$ cat config.mk
export PLATFORM = sky130hd
export DESIGN_NAME = instr_encoder
export DESIGN_NICKNAME = d
export VERILOG_FILES = /design/src/rtl/instr_encoder.sv
export SDC_FILE = /design/constraint.sdc
export NUM_CORES = 1
export LEC_CHECK = 0
export BUFFER_PORTS_ARGS = -buffer_cell sky130_fd_sc_hd__buf_2
export CORE_AREA = 2 2 115 117
export CTS_CLUSTER_DIAMETER = 80
export DETAILED_ROUTE_END_ITERATION = 8
export DIE_AREA = 0 0 117 119
export PLACE_DENSITY = 0.71
export SLEW_MARGIN = 15
export SYNTH_ARGS = -nofsm -noshare
export SYNTH_HDL_FRONTEND = slang
export SYNTH_SLANG_ARGS = --single-unit
$ cat constraint.sdc
create_clock -name clk -period 3.7 [get_ports clk]
set_input_delay 0 -clock clk [delete_from_list [all_inputs] [get_ports clk]]
set_output_delay 0 -clock clk [all_outputs]
set_load 0.1 [all_outputs]
$ cat src/rtl/instr_encoder.sv
`default_nettype none
// ---------------------------------------------------------------------------
// instr_encoder : MIPS instruction encoder with addressed output FIFO
// Revision 1.0
// ---------------------------------------------------------------------------
module instr_encoder #(
  parameter int DEPTH  = 4,
  parameter int ADDR_W = 8
) (
  input  logic                       clk,
  input  logic                       reset_n,
  input  logic                       req_valid,
  output logic                       req_ready,
  input  logic [3:0]                 req_op,
  input  logic [4:0]                 req_rs,
  input  logic [4:0]                 req_rt,
  input  logic [4:0]                 req_rd,
  input  logic [15:0]                req_imm,
  input  logic [25:0]                req_target,
  output logic                       out_valid,
  input  logic                       out_ready,
  output logic [31:0]                out_instr,
  output logic [ADDR_W-1:0]          out_addr,
  output logic [$clog2(DEPTH):0]     level,
  output logic                       err_illegal,
  input  logic                       clear_err
);

  localparam int PTR_W = $clog2(DEPTH);
  localparam int LVL_W = PTR_W + 1;
  localparam logic [LVL_W-1:0] C_FULL = LVL_W'(DEPTH);

  logic [31:0]       mem_q [DEPTH];
  logic [PTR_W-1:0]  wr_ptr_q, wr_ptr_d;
  logic [PTR_W-1:0]  rd_ptr_q, rd_ptr_d;
  logic [LVL_W-1:0]  level_q, level_d;
  logic [ADDR_W-1:0] addr_q, addr_d;
  logic              err_q, err_d;

  logic [31:0] enc_word;
  logic        enc_legal;
  logic        accept, push, pop;

  always_comb begin
    enc_word  = 32'h0;
    enc_legal = 1'b1;
    case (req_op)
      4'd0:    enc_word = {6'h00, req_rs, req_rt, req_rd, 5'd0, 6'h20};
      4'd1:    enc_word = {6'h00, req_rs, req_rt, req_rd, 5'd0, 6'h22};
      4'd2:    enc_word = {6'h00, req_rs, req_rt, req_rd, 5'd0, 6'h24};
      4'd3:    enc_word = {6'h00, req_rs, req_rt, req_rd, 5'd0, 6'h25};
      4'd4:    enc_word = {6'h00, req_rs, req_rt, req_rd, 5'd0, 6'h2A};
      4'd5:    enc_word = {6'h23, req_rs, req_rt, req_imm};
      4'd6:    enc_word = {6'h2B, req_rs, req_rt, req_imm};
      4'd7:    enc_word = {6'h04, req_rs, req_rt, req_imm};
      4'd8:    enc_word = {6'h08, req_rs, req_rt, req_imm};
      4'd9:    enc_word = {6'h02, req_target};
      default: enc_legal = 1'b0;
    endcase
  end

  // Ready comes from occupancy only, so a pop at full frees space next cycle.
  assign req_ready = (level_q != C_FULL);
  assign out_valid = (level_q != '0);
  assign accept    = req_valid && req_ready;
  assign push      = accept && enc_legal;
  assign pop       = out_valid && out_ready;

  always_comb begin
    wr_ptr_d = wr_ptr_q;
    rd_ptr_d = rd_ptr_q;
    level_d  = level_q;
    addr_d   = addr_q;
    err_d    = err_q;
    if (push) wr_ptr_d = wr_ptr_q + 1'b1;
    if (pop) begin
      rd_ptr_d = rd_ptr_q + 1'b1;
      addr_d   = addr_q + 1'b1;
    end
    if (push && !pop)      level_d = level_q + 1'b1;
    else if (!push && pop) level_d = level_q - 1'b1;
    // Set has priority over clear on the same edge.
    if (accept && !enc_legal) err_d = 1'b1;
    else if (clear_err)       err_d = 1'b0;
  end

  always_ff @(posedge clk or negedge reset_n) begin
    if (!reset_n) begin
      wr_ptr_q <= '0;
      rd_ptr_q <= '0;
      level_q  <= '0;
      addr_q   <= '0;
      err_q    <= 1'b0;
    end else begin
      wr_ptr_q <= wr_ptr_d;
      rd_ptr_q <= rd_ptr_d;
      level_q  <= level_d;
      addr_q   <= addr_d;
      err_q    <= err_d;
    end
  end

  always_ff @(posedge clk) begin
    if (push) mem_q[wr_ptr_q] <= enc_word;
  end

  assign out_instr   = mem_q[rd_ptr_q];
  assign out_addr    = addr_q;
  assign level       = level_q;
  assign err_illegal = err_q;

endmodule
`default_nettype wire

Word level (Yosys, flattened, before mapping) --
Memories as Yosys holds them, arrays and structs flattened. Cells that the tools add are included.
Operators by class: add/sub/neg operators 5, multiply operators 0, divide/modulo/power cells 0, $lt $le $gt $ge 0, equality and inequality tests 10, shifts and indexed selects 0, multiplexer cells 8, bitwise logic cells 0, reductions and logical operators 14
Operators by type and width (number):
- $pmux 32 s10 | 1
- $eq 4x3->1 const B | 4
- $reduce_or 10->1 | 1
- $add 8x1->8 const B | 1
- $eq 4x2->1 const B | 2
- $eq 4x4->1 const B | 2
- $logic_and 1x1->1 | 6
- $mux 3 | 2
- $mux 1 | 5
- $add 2x1->2 const B | 2
- $eq 4x1->1 const B | 1
- $logic_not 4->1 | 1
- $reduce_bool 2->1 | 2
- $add 3x1->3 const B | 1
- $logic_not 1->1 | 3
- $ne 3x3->1 const B | 1
- $reduce_bool 3->1 | 1
- $sub 3x1->3 const B | 1
Word-level totals: register bits after elaboration 16, latch bits 0, RAM bits 128, ROM bits 0, output and inout port bits 46, logic and storage cells 43, memories kept 1
Memories:
- mem_q | words 4, bits a word 32, read ports 1, clocked after memory_dff 0, wr ports 1, RTL line 33 | logic [31:0] mem_q [DEPTH];

Depth between registers and ports, before layout --
Gate-level depths: netlist of run 1.
word-level depth 8, gate-level depth with buffers 10, mapped depth without buffers 8

Least setup slack after synthesis of run 1 --
No wires, ideal clock.
kind reg2reg, start point register level_q[2], in the netlist level[2], end point register level_q[1], in the netlist level[1], arrival time 2.871 ns, data required time 3.574 ns, path slack 0.702 ns, cell stages (with the launch flop) 8, period minus slack after synthesis 2.998 ns, path through dfrtp_1 or3b_4 and3_1 buf_6 ha_1 inv_1 fa_1 mux2_2
On the way: elaborated cells on any way between the ends 11
RTL lines:
- start: declaration | RTL line 36 | logic [LVL_W-1:0] level_q, level_d;
- start signal: assignment | RTL line 97 | level_q <= level_d;
- $ne 3x3->1 | RTL line 63 | assign req_ready = (level_q != C_FULL);
- named net req_ready | RTL line 13 | output logic req_ready,
- $logic_and 1x1->1 | RTL line 65 | assign accept = req_valid && req_ready;
- $logic_and 1x1->1 | RTL line 66 | assign push = accept && enc_legal;
- named net push | RTL line 42 | logic accept, push, pop;
- $logic_and 1x1->1 | RTL line 80 | if (push && !pop) level_d = level_q + 1'b1;
- $mux 3 | RTL line 80
- named net level_d[1] | RTL line 36
The timed path passes the listed nets, and every way through them passes these cells. A chain may end at the register's enable or synchronous reset.

Worst setup path in the final report of run 1 --
start point register level_q[1], in the netlist level[1], end point register level_q[1], in the netlist level[1]
On the way: elaborated cells on any way between the ends 14
RTL lines (RTL line):
- branches (longest 4 deep; another with $sub 3x1->3)
- $mux 3 (*) | 80
- named net level_d[1] | 36
Mark *: on every way through the listed nets, which the timed path passes. The select of a mux whose other input is x is not followed.

==> impl_metrics.toml, run 1 <==
[detailed_routing]
avgRoutedWirePerCell_um = 17.1
drtIter0Drc = 235
avgViaCountPerCell = 5.11
ant_nets = 0
drc = 0
wirelength_um = 11000
vias = 3264
drtPass1Iterations = 5

[floorplan]
die_w_um = 117
row_count = 42
start_util_pct = 43.7
io_pins = 112
core_um2 = 12900
dieArea_um2 = 13900
die_y_um = 119

[clocking]
root_buffer = "clkbuf_16"
insertion_delay_ns = 0.41
cts_made_buffers = 17
cts.repair.resized = 0
clkSinkCount = 136
clk_pin_slew_ns = 0.06
cts_setup_buffers = 0
holdBufCountCts = 41
cts_tree = "yes"
clockBufferDepth = 2
cts_max_level = 4

[finish]
drive_above_1_share_pct = 39.1
nNetsFinal = 523
n_antenna_cell = 0
syn2layout_area_growth_pct = 29.3

[critical_path]
worstPathMaxFanout = 7
critPathTopFamily = "simple AND/OR/NAND/NOR gates"
path_cells = "or3b_4 > and3_1 > ha_1 > inv_1 > fa_1 > mux2_2"
arrival_ns = 2.59
path_class = "reg -> reg"
critical_path.endpoint_type = "flop"
crit_path_top_delay_cell = "dfrtp_1"
slowest_delay_ns = 0.44
cp_num_buf_inv = 1
start_kind = "flop"
worst_ep_required_time_ns = 3.99

[synthesis]
post-synth-top-area-cell = "edfxtp_1"
synth-seq-area-share_pct = 71.1
synth_common_cells = "edfxtp_1 (120), mux4_2 (30), a22o_1 (16), dfrtp_1 (16), and2_1 (11)"
synth_cell_types = 41
synth_most_common_cell = "edfxtp_1"
synthMuxAreaShare_pct = 13.3
synthFlopType = "edfxtp_1"
syn_nets = 369
syn_area_per_cell_um2 = 19.0
yosys.area_share.simple_pct = 4.09
synth_area_leaders = "edfxtp_1 (64%), mux4_2 (12%), dfrtp_1 (7.1%), a22o_1 (2.5%), ha_1 (1.3%)"
synth_top_area_share_pct = 64.0
synth_fa_ha_area_share_pct = 1.69
synth_compound_area_share_pct = 5.42
synth_edf_count = 120
synth_top_family_by_area = "multiplexers"
ys_warn_count = 0
synth_area_um2 = 5630
synth_seq_cells = 136
async_reset_ff_share_pct = 11.8
synth_xor_area_share_pct = 2.18
postSynthCellCount = 296

[timing]
fin_skew_ns = 0.00733
tns_ns = 0
min_period_ns = 2.30
drv_slew = 0
hold_viol = 0
max_freq_ghz = 0.434
rsz0062_at_grt = "no"
relSlewSlack_pct = 39.1
setup_viol = 0
fin_crit_sh_pct = 62.3
worst_pin_slew_ns = 0.908

[global_routing]
grt_pass1_wl_um = 17300
gr-usage-all-layers_pct = 16.9
grt_overflow = 0
antenna_found_initial = 0
grt_pass1_vias = 3427
grt_max_degree = 33

[min_path]
hold_class = "in -> reg"

[job]
drv_cap = 0

[placed_design]
gp_congestion = 0.789
port_buffers = 110
place_hpwl_um = 6580

[status]
status = "finished, final reports clean"
==> metal layers <==
| metal | part of all wire, % | global-route usage, % | routed length, um | vias up |
|---|---|---|---|---|
| li1 | - | - | - | 1501 |
| met3 | 8.0 | 5.39 | 873 | 14 |
| met4 | 1.2 | 5.22 | 129 | 0 |
| met1 | 40 | 21.6 | 4350 | 1627 |
| met5 | 0 | 0 | 0 | - |
| met2 | 51 | 27.6 | 5600 | 122 |
==> metrics by stage <==
stage	std cells	hold slack [ns]	utilization (%)	setup WS [ns]	area, um^2
after global routing	639	0.0323	56.5	1.31	7280
after floorplan	296	-0.296	-	0.702	5630
final	639	0.0105	56.5	1.40	7280
after detailed placement	566	-0.0626	49.1	1.41	6320
after CTS	639	0.00479	56.5	1.11	7270
after global placement	566	-0.0654	49.1	1.51	6320
==> worst register-to-register path: stages (launching register included) <==
cell	delay, ns
dfrtp_1	0.44
or3b_4	0.44
and3_1	0.28
ha_1	0.26
inv_1	0.08
fa_1	0.41
mux2_2	0.28
==> kinds of logic (layout without fill, tap and decap cells) <==
group,count (synthesis),count (layout)
xor gates and xnor gates,14,14
buffers and inverters,23,190
DFF,136,136
AOI/OAI and AO/OA,39,39
other,1,1
and+or+nand+nor,40,40
adders and majority gates,7,7
muxes,36,36
==> flip-flops by register name (all words and copies together) (netlist names) <==
| name | cells |
|---|---|
| level | 3 |
| rd_ptr_q | 2 |
| out_addr | 8 |
| wr_ptr_q | 2 |
| err_illegal | 1 |
| mem_q | 120 |
==> final timing paths <==
kind                              from            to  slack (ns)  cells past startpoint
min reg2reg                out_addr[7]   out_addr[7]        0.47                      1
min                          req_rd[0]  mem_q[2][11]        0.01                      2
max reg2reg                   level[1]      level[1]        1.40                      6
min in group asynchronous      reset_n   out_addr[0]        0.05                      2
max in group asynchronous      reset_n   rd_ptr_q[0]        3.36                      2
max                           level[1]      level[1]        1.40                      6
==> area by class of cell <==
type	count	area, um^2
clock buffers	21	440
repair buffers	152	968
fillers	1001	5600
flip-flops and latches	136	4010
inverters	6	22.5
multi-input cells	137	1510
well taps	176	220
clock inverters	11	106
==> layout by cell type (no fill, tap or decap), drive strengths merged <==
master / netlist / final
conb: 1 / 1
mux4: 30 / 30
nor2b: 2 / 2
or3b: 1 / 1
or3: 1 / 1
o31a: 1 / 1
clkbuf: 3 / 21
inv: 6 / 6
xnor2: 8 / 8
dlygate4sd3: 0 / 41
bufinv: 0 / 2
mux2: 4 / 4
ha: 6 / 6
a311o: 1 / 1
a221o: 6 / 6
edfxtp: 120 / 120
a22oi: 3 / 3
clkinvlp: 0 / 1
nor3: 2 / 2
nand2: 8 / 8
nor2: 3 / 3
mux2i: 2 / 2
and2: 11 / 11
nand3: 1 / 1
nand2b: 2 / 2
xor2: 6 / 6
or2: 2 / 2
a21oi: 4 / 4
o21ai: 5 / 5
and4bb: 1 / 1
buf: 14 / 111
o22ai: 3 / 3
nand4: 3 / 3
fa: 1 / 1
dfrtp: 16 / 16
a22o: 16 / 16
clkinv: 0 / 8
and3: 3 / 3
Power of run 1 is left out: the tool's default activity adds up to more than one toggle a clock period on the data nets, which glitch-free logic cannot reach.
==> run 2: changes to the inputs <==
- PLACE_DENSITY: 0.71 -> 0.73
- clock period: 3.7 -> 2 ns (I/O delays scaled with it)
==> impl_metrics.toml, run 2 (synthesis results as in run 1) <==
[clocking]
cts_max_level = 4
cts.repair.resized = 0
cts_tree = "yes"
clockBufferDepth = 2
clkSinkCount = 136
clk_pin_slew_ns = 0.06
cts_setup_buffers = 0
root_buffer = "clkbuf_16"
cts_made_buffers = 17
insertion_delay_ns = 0.40

[floorplan]
start_util_pct = 43.7
io_pins = 112
row_count = 42
dieArea_um2 = 13900
core_um2 = 12900
die_y_um = 119
die_w_um = 117

[global_routing]
gr-usage-all-layers_pct = 17.8
antenna_found_initial = 0
grt_pass1_vias = 3612
grt_max_degree = 31
grt_pass1_wl_um = 18400
grt_overflow = 0

[critical_path]
slowest_delay_ns = 0.49
path_class = "reg -> reg"
crit_path_top_delay_cell = "dfrtp_4"
worst_ep_required_time_ns = 2.29
start_kind = "flop"
worstPathMaxFanout = 3
critical_path.endpoint_type = "flop"
arrival_ns = 2.33
path_cells = "or3b_4 > and3_4 > ha_4 > inv_2 > fa_1 > mux2_2"

[detailed_routing]
ant_nets = 0
drtPass1Iterations = 4
vias = 3375
avgViaCountPerCell = 5.18
drc = 0
drtIter0Drc = 185
wirelength_um = 11800
avgRoutedWirePerCell_um = 18.2

[finish]
nNetsFinal = 535
largest-register = "mem_q"
largest_reg_flops = 120
drive_above_1_share_pct = 43.4
syn2layout_area_growth_pct = 42.8
final_core_util_pct = 62.4
final_cell_mix = "edfxtp_1 (120), buf_2 (79), dlygate4sd3_1 (37)"
num-fill-cells = 903
n_antenna_cell = 0
final_common_cell = "edfxtp_1"

[timing]
setup_viol = 1
relSlewSlack_pct = 46.6
min_period_ns = 2.03
final.setup.worst_slack_ns = -0.0347
rsz0062_at_grt = "yes"
fin_skew_ns = 0.00729
max_freq_ghz = 0.491
worst_pin_slew_ns = 0.801
fin_crit_sh_pct = 102
drv_slew = 0
hold_viol = 0

[placed_design]
port_buffers = 110
gp_congestion = 0.811
place_hpwl_um = 7180

[status]
status = "finished, violations left"
violations = "setup timing"

[job]
drv_cap = 0

[min_path]
hold_class = "in -> reg"
## run 2: cell types whose count changed in the layout (fill, tap and decap cells not counted), sizes merged
cell and delta:
buf +15, bufinv +3, clkbuf -1, clkinv -4, clkinvlp +1, dlygate4sd3 -4, inv +2
## run 2: per-layer routing
| metal | track usage (%) | vias to the layer above | share of wire (%) | wire length (um) |
|---|---|---|---|---|
| met3 | 4.94 | 8 | 6.4 | 755 |
| li1 | - | 1529 | - | - |
| met1 | 23.0 | 1708 | 42 | 4920 |
| met5 | 0 | - | 0 | 0 |
| met2 | 29.7 | 130 | 51 | 6080 |
| met4 | 5.07 | 0 | 0.77 | 91 |
## run 2: area by class of cell
class	instances	area, um^2	area share [%]
clock inverters	13	220	2.74
clock buffers	19	433	5.39
repair buffers	164	1590	19.8
flip-flops and latches	136	4020	50.0
multi-input cells	137	1530	19.0
inverters	6	22.5	0.280
well taps	176	220	2.74
## run 2: metrics by stage
stage | instance area, um^2 | hold slack [ns] | cells | setup slack, ns | TNS, ns
global route | 8030 | 0.00697 | 651 | -0.0720 | -0.143
global placement | 6990 | -0.0664 | 581 | -0.00150 | -0.00150
detailed placement | 6990 | -0.0539 | 581 | -0.0448 | -0.0448
floorplan | 5660 | -0.296 | 296 | -0.525 | -41.73
CTS | 8010 | 0.000834 | 650 | -0.0373 | -0.0373
finish | 8030 | 0.000348 | 651 | -0.0347 | -0.0347
## run 2: what timing repair did
item / in CTS / in global routing
setup endpoints to repair: 1 / 4
pin swaps: 1 / 0
hold buffers: 37 / 0
gates cloned: 0 / 1
hold endpoints to repair: 88 / 0
## run 2: final timing paths
check | start | to | slack, ns | cells past startpoint
worst max-delay path | level[1] | level[1] | -0.03 | 6
worst min-delay path | req_target[24] | mem_q[0][24] | 0.0003 | 2
worst max register to register | level[1] | level[1] | -0.03 | 6
worst min register to register | out_addr[7] | out_addr[7] | 0.48 | 1
max in group asynchronous | reset_n | level[1] | 1.65 | 2
min in group asynchronous | reset_n | level[0] | 0.04 | 2
## run 2: critical path, delay by kind of cell (launching register included)
family | cells | cell delay, ns
and+or+nand+nor | 2 | 0.57
adders and majority gates | 2 | 0.55
DFF | 1 | 0.49
muxes | 1 | 0.26
buffers and inverters | 1 | 0.05
Power of run 2 is left out for the same reason.
